<file path="src/rtl/bcd_counter_pkg.sv">
// Shared types and helpers for the multi-digit radix-N up-counter.
// Optional terminal-count output is enabled with the BCD_COUNTER_TC_EN macro.
package bcd_counter_pkg;

  localparam int DIGIT_W = 4;

  typedef logic [DIGIT_W-1:0] digit_t;

  // A 4-bit digit can only hold radix 2..10 without producing non-decimal codes.
  function automatic bit radix_ok(input int base);
    return (base >= 2) && (base <= 10);
  endfunction

  function automatic bit digits_ok(input int digits);
    return digits >= 1;
  endfunction

  function automatic digit_t max_digit(input int base);
    return digit_t'(base - 1);
  endfunction

endpackage

</file>
<file path="src/rtl/bcd_counter_if.sv">
// Output bundle of bcd_counter: packed digits plus, with BCD_COUNTER_TC_EN,
// the combinational terminal-count flag.
interface bcd_counter_if #(
  parameter int DIGITS = 4
);
  import bcd_counter_pkg::*;

  logic [DIGIT_W*DIGITS-1:0] data;

`ifdef BCD_COUNTER_TC_EN
  logic tc;

  modport master (output data, output tc);
  modport slave  (input  data, input  tc);
`else
  modport master (output data);
  modport slave  (input  data);
`endif

endinterface

</file>
<file path="src/rtl/bcd_counter_digit.sv">
// One radix-BASE digit register; increments when inc_in is high and wraps
// at BASE-1, raising carry_out in the same cycle.
module bcd_digit
  import bcd_counter_pkg::*;
#(
  parameter int BASE = 10
) (
  input  logic   clk,
  input  logic   rst,
  input  logic   inc_in,
  output digit_t value,
  output logic   carry_out
);

  localparam digit_t MAX = max_digit(BASE);

  logic at_max;

  assign at_max    = (value == MAX);
  assign carry_out = inc_in && at_max;

  always_ff @(posedge clk or negedge rst) begin
    if (!rst) begin
      value <= '0;
    end else if (inc_in) begin
      value <= at_max ? '0 : value + digit_t'(1);
    end
  end

endmodule

</file>
<file path="src/rtl/bcd_counter.sv">
// Free-running multi-digit up-counter with per-digit radix PARAM_BASE.
// Define BCD_COUNTER_TC_EN to add the terminal-count output tc to the bus.
module bcd_counter
  import bcd_counter_pkg::*;
#(
  parameter int PARAM_DIGITS = 4,
  parameter int PARAM_BASE   = 10
) (
  input  logic          clk,
  input  logic          rst,
  bcd_counter_if.master bus
);

  if (!radix_ok(PARAM_BASE)) begin : g_bad_base
    $error("bcd_counter: PARAM_BASE=%0d outside legal range 2..10", PARAM_BASE);
  end

  if (!digits_ok(PARAM_DIGITS)) begin : g_bad_digits
    $error("bcd_counter: PARAM_DIGITS=%0d must be at least 1", PARAM_DIGITS);
  end

  // carry[i] is the increment enable of digit i; carry[PARAM_DIGITS] means all digits at max.
  logic [PARAM_DIGITS:0]              carry;
  logic [DIGIT_W*PARAM_DIGITS-1:0]    data;

  assign carry[0] = 1'b1;

  for (genvar i = 0; i < PARAM_DIGITS; i++) begin : g_digit
    digit_t value;

    bcd_digit #(
      .BASE (PARAM_BASE)
    ) u_digit (
      .clk       (clk),
      .rst       (rst),
      .inc_in    (carry[i]),
      .value     (value),
      .carry_out (carry[i+1])
    );

    assign data[DIGIT_W*i +: DIGIT_W] = value;
  end

  assign bus.data = data;

`ifdef BCD_COUNTER_TC_EN
  assign bus.tc = rst && carry[PARAM_DIGITS];
`else
  logic wrap_unused;
  assign wrap_unused = carry[PARAM_DIGITS];
`endif

endmodule

</file>
<file path="src/flat_wrapper.sv">
// flat-port wrapper written by rule: the top's interface ports become plain ports
module bcd_counter_flat import bcd_counter_pkg::*;
#(
  parameter int PARAM_DIGITS = 4,
  parameter int PARAM_BASE   = 10
)
  (clk, rst, bus_data);
  bcd_counter_if #(.DIGITS(4)) bus_i ();
  input  logic clk;
  input  logic rst;
  output wire logic [$bits(bus_i.data)-1:0] bus_data;
  assign bus_data = bus_i.data;
  bcd_counter #(.PARAM_DIGITS(PARAM_DIGITS), .PARAM_BASE(PARAM_BASE)) u_core (.clk(clk), .rst(rst), .bus(bus_i));
endmodule
</file>
<file path="config.mk">
export PLATFORM = sky130hd
export DESIGN_NAME = bcd_counter_flat
export DESIGN_NICKNAME = d
export VERILOG_FILES = /design/src/rtl/bcd_counter_pkg.sv /design/src/rtl/bcd_counter_if.sv /design/src/rtl/bcd_counter_digit.sv /design/src/rtl/bcd_counter.sv /design/src/flat_wrapper.sv
export SDC_FILE = /design/constraint.sdc
export NUM_CORES = 1
export LEC_CHECK = 0
export ABC_AREA = 1
export BUFFER_PORTS_ARGS = -buffer_cell sky130_fd_sc_hd__buf_2
export CELL_PAD_IN_SITES_DETAIL_PLACEMENT = 2
export CELL_PAD_IN_SITES_GLOBAL_PLACEMENT = 2
export CORE_UTILIZATION = 31
export CTS_CLUSTER_DIAMETER = 50
export DETAILED_ROUTE_END_ITERATION = 10
export HOLD_SLACK_MARGIN = 0.1
export PLACE_DENSITY = 0.76
export SETUP_SLACK_MARGIN = 0.5
export SLEW_MARGIN = 5
export SYNTH_ARGS = -nofsm -noshare
export SYNTH_HDL_FRONTEND = slang
export SYNTH_SLANG_ARGS = --single-unit
</file>
<file path="constraint.sdc">
create_clock -name clk -period 2.63 [get_ports clk]
set_input_delay 0.3945 -clock clk [delete_from_list [all_inputs] [get_ports clk]]
set_output_delay 0.3945 -clock clk [all_outputs]
set_load 0.02 [all_outputs]
</file>
==> Yosys cells after proc, flatten, opt, wreduce, memory -nomap -nowiden <==
Cells that the tools add are included.
{ "totals": {"regBits": 16, "in_bits": 2, "out_inout_bits": 16, "wordCells": 18} }
{ "op_classes": {"add_sub_neg": 4, "n_eq_ne": 4, "muxes": 4, "n_reduce_logical": 2} }
{ "op_table": {"columns": ["op", "n"], "rows": [
  ["4-bit by 1-bit adder with 4-bit output (second input constant)", 4],
  ["4-bit equality test (second input constant)", 4],
  ["4-bit 2-to-1 mux", 4],
  ["1-bit logical AND", 2]
]} }

==> Logic depth before layout (Yosys ltp) <==
{ "logic_depth": {"word_depth": 3, "ltp_mapped": 7, "mapped_depth_nobuf": 7} }

==> By module <==
Synthesis repeated with hierarchy kept, for this count alone.
{ "unflattened": {"cells_unflattened": 105, "hier_area_um2": 784.5} }
{ "by_module_without_submodules": {"columns": ["module", "n_inst", "cells_per_inst", "area_per_inst_um2"], "rows": [
  ["bcd_digit", 4, 26, 195.2],
  ["bcd_counter", 1, 1, 3.8]
]} }

==> Worst setup path before layout <==
OpenSTA, ideal clock, no wires.
{ "synth_timing": {"kind": "register to register", "from": "register u_core.g_digit[1].u_digit.value[2]", "to": "register u_core.g_digit[3].u_digit.value[0]", "setup_ns": 0.117, "t_arrival_ns": 1.039, "path_slack_ns": 1.474, "stages_incl_launch_ff": 7, "synth_period_minus_slack_ns": 1.156, "path_cell_list": "dfrtp_1 inv_2 nand2_1 nor2_2 nand3_1 nand2_1 nand2_1"} }
{ "synth_via": {"elab_chain_cells": 3} }
{ "synth_lines": {"columns": ["item", "line", "source"], "rows": [
  ["from (decl)", "bcd_counter_digit.sv:11", "output digit_t value,"],
  ["from (signal assigned)", "bcd_counter_digit.sv:26", "value <= at_max ? '0 : value + digit_t'(1);"],
  ["4-bit equality test", "bcd_counter_digit.sv:19", "assign at_max = (value == MAX);"],
  ["1-bit logical AND (2 in a row)", "bcd_counter_digit.sv:20", "assign carry_out = inc_in && at_max;"],
  ["to (signal assigned)", "bcd_counter_digit.sv:26", null],
  ["to (decl)", "bcd_counter_digit.sv:11", null]
]} }
Every way passes these cells.
A chain may end at the register's enable or synchronous reset.

==> Worst setup path in the final report <==
{ "layout_timing": {"from": "register u_core.g_digit[2].u_digit.value[1]", "to": "output bus_data[9]"} }
{ "layout_lines": {"columns": ["item", "line", "source"], "rows": [
  ["from (decl)", "bcd_counter_digit.sv:11", null],
  ["from (signal assigned)", "bcd_counter_digit.sv:26", null],
  ["to (decl)", "flat_wrapper.sv:11", "output wire logic [$bits(bus_i.data)-1:0] bus_data;"]
]} }
No word-level cell between the ends.

==> run summary <==
The required time of the critical path came out at 2240 ps. Global routing finished with a remaining overflow of 0. The width of the chip came out at 53.69 um. At the end of the flow, the number of nets in the layout was 131.

The run finished with clean final reports. The maximum vdd drop is 192.6 uV. The area of the multi-input gates is 367.9 um2. The worst path in the final design needs a cycle of 1392 ps, including I/O delays and setup.

The critical path endpoint is bus_data[9]. The tool flagged a number of max-cap violations equal to 0. The number of antenna violations at the first check in global routing is 0. The type of the setup path with the least slack is reg -> out. The master cell of the clock root buffer is clkbuf_4. The number of vias in the routed layout came out at 760. The maximum level of the CTS H-tree came out at 1. The signal on the critical path passes through buf_2. The largest net degree at the start of global routing is 17. The relative area change from synthesis to final layout came out at 20.39%. The number of DRC markers after the initial detailed-route iteration is 0. The standard cell core area is 0.002500 mm2. After routing the design area is 997.2 um2. The number of clock sinks came out at 16. The initial utilization of the core area, before any placement, comes to 0.3313. The worst relative slew slack came out at 0.7497. The clock-pin slew of the registers on the worst-case setup and hold paths is 100 ps. Along the worst path, the maximum fanout reaches 7. For this design, the slowest cell found on the critical path is dfrtp_1.

The clock passes through at most 2 buffers. The maximum clock skew at final layout is 3.890 ps. Setup repair after global routing left no endpoint under its margin. The HPWL after detailed placement is 1708 um. The path class of the tightest hold or removal check is reg -> reg.

The final cycle utilization of the critical path came out at 0.5291. Data on the critical path arrives at its endpoint at 1000 ps. The top achievable clock speed is 718.6 MHz. The final-layout setup total negative slack is 0 ps. The detail route stage leaves a number of antenna-violating nets equal to 0. The number of nets handed over by synthesis was 108. The portion of the post-synthesis area used by sequential elements is 0.4834. The count of endpoints failing setup in the final report came out at 0.

In the final layout, the registers with the most flip-flops are u_core.g_digit.u_digit.value: 16 flops. The latest clock arrival within the worst-skew pair came out at 290 ps. In the routed design, unresolved DRC markers number 0. Once the clock tree was built, the setup fixing pass inserted 0 buffers. Ranked by flip-flop count, first place goes to u_core.g_digit.u_digit.value. For this design the ratio of total power to cell area is 421.9 mW/mm2. Routability-driven placement finished with a final weighted congestion of 0.7517. The number of buffers created by CTS is 3.

The detailed-route wire length came out at 2218 um. The number of cells traversed by the worst register-to-register path is 6. The first-pass GRT wire length came out at 3650 um.

The number of vias per cell is 4.810. The fraction of post-synthesis cell area in the top cell type by area is 0.4834. The overall die height is 53.69 um. Across the whole layout, storage elements account for 400.4 um2.

The all-layer global routing usage is 0.1807. TritonCTS built the clock tree. By area the synthesized netlist is led by dfrtp_1 48%, nand2_1 15%, nand3_1 5.4%. The destination of the worst register-to-register timing path is u_core.g_digit[3].u_digit.value[3].

The number of cells upsized or downsized after cts is 0. The ratio of cells with drive above 1 in the final layout came out at 0.2500. For this run, the detailed router's first-pass iteration total came to 1.

On the critical path the largest part of the delay comes from flip-flops. The count of warnings emitted by yosys is 0. The floorplan has 18 rows. In the synthesized netlist, the number of instances is 106.

Of all cell types, the one taking the most synthesized area is dfrtp_1. The die area is 0.002883 mm2. The number of top-level pins is 18.

The highest cell delay on the worst timing path is 490 ps. The count of buffers added on input and output ports is 17. The count of buffering cells on the critical path with inverters included came out at 1. The startpoint identified for the worst register-to-register timing path is u_core.g_digit[2].u_digit.value[1]. The flip-flop count of the largest register, all copies and words added came out at 16. The area of the mapped netlist came out at 828.3 um2. The number of unique standard cell types used by synthesis is 16. The total number of cells along the worst setup path is 1. The instance area at placement is 950.9 um2. STA classifies the critical path endpoint as a primary output. The mean area per synthesized cell is 7.814 um2. The number of hold violations in the final report came out at 0. The worst setup path is launched from a register. The leakage dissipation is 0.5149 nW. The slew at the pin closest to its max-slew limit came out at 375.4 ps. The number of pins exceeding their max-slew limit in the final report is 0.

The number of global-route vias before repair is 769. Counting the fill cells in the layout gives 315. Dividing the detail-routed wire length by the instance count gives 14.04 um. The number of antenna diodes in the final layout is 0.

The design draws 420.7 uW. The setup slack of the worst register-to-register path is 1440 ps. The start point of the critical path is u_core.g_digit[2].u_digit.value[1]. The synthesized design contains 16 register bits.
power breakdown:
group          internal, mW  leakage (nW)  switching [mW]  total (mW)
Clock                0.0843        0.0210          0.0841       0.168
Combinational       0.00150         0.284         0.00495     0.00646
Sequential            0.246         0.210               0       0.246
Total                 0.332         0.515          0.0891       0.421
repair_timing:
action                                  CTS  global route
endpoints found under the hold margin    16             0
hold buffers                              1             0
endpoints found under the setup margin    0             0
how the worst min path moves through the flow:
stage	slack, ps	startpoint	depth (start not counted)	end
5_1_grt	550	u_core.g_digit[1].u_digit.value[2]	1	u_core.g_digit[1].u_digit.value[2]
2_1_floorplan	100	rst	0	u_core.g_digit[0].u_digit.value[0]
3_3_place_gp	330	rst	1	u_core.g_digit[0].u_digit.value[3]
6_report	520	u_core.g_digit[1].u_digit.value[2]	1	u_core.g_digit[1].u_digit.value[2]
4_1_cts	530	u_core.g_digit[1].u_digit.value[2]	1	u_core.g_digit[1].u_digit.value[2]
3_5_place_dp	330	rst	1	u_core.g_digit[0].u_digit.value[3]
layout make-up:
class / count / area share
clock buffer: 4 / 0.03639
inverter: 16 / 0.06023
multi-input combinational: 74 / 0.3689
sequential: 16 / 0.4015
tap: 30 / 0.03764
timing repair buffer: 18 / 0.09536
layout by cell type (no fill, tap or decap), types with 3 or more instances in the layout:
master,instances
buf_2,17
clkbuf_4,3
dfrtp_1,16
nand2_1,32
xor2_1,5
nor2_1,7
inv_1,12
o21ai_0,8
inv_2,4
nand3_1,9
synthesized netlist by cell type:
cell,count
a21oi_1,2
dfrtp_1,16
inv_1,12
inv_2,4
nand2_1,32
nand2_2,2
nand2_4,1
nand3_1,9
nand4_1,2
nor2_1,7
nor2_2,2
nor2_4,2
o21ai_0,8
o21ai_1,1
or2_1,1
xor2_1,5
routing by layer:
| metal | vias to the layer above | wire length, um | global-route usage | share of wire |
|---|---|---|---|---|
| met5 | - | 0 | 0 | 0 |
| met4 | 0 | 26 | 0.07895 | 0.012 |
| met3 | 4 | 46 | 0.02542 | 0.021 |
| met2 | 11 | 1105 | 0.3045 | 0.50 |
| met1 | 376 | 1039 | 0.2270 | 0.47 |
| li1 | 369 | - | - | - |
kinds of logic after synthesis:
| group | after synthesis | synth area share |
|---|---|---|
| AO/OA/AOI/OAI | 11 | 0.06646 |
| AND/OR/NAND/NOR | 58 | 0.3248 |
| XOR/XNOR | 5 | 0.05287 |
| flip-flops | 16 | 0.4834 |
| buffers and inverters | 16 | 0.07250 |
stage by stage:
step	std cells	hold WS [ps]	worst slack, ps	util
global placement	153	327.5	1489	0.3804
global route	158	550.2	1162	0.3989
floorplan	106	98.91	1474	-
detailed placement	153	333.5	1439	0.3804
CTS	158	531.3	1224	0.3989
finish	158	519.9	1238	0.3989
No activity file was read; power rests on OpenSTA's default activity.
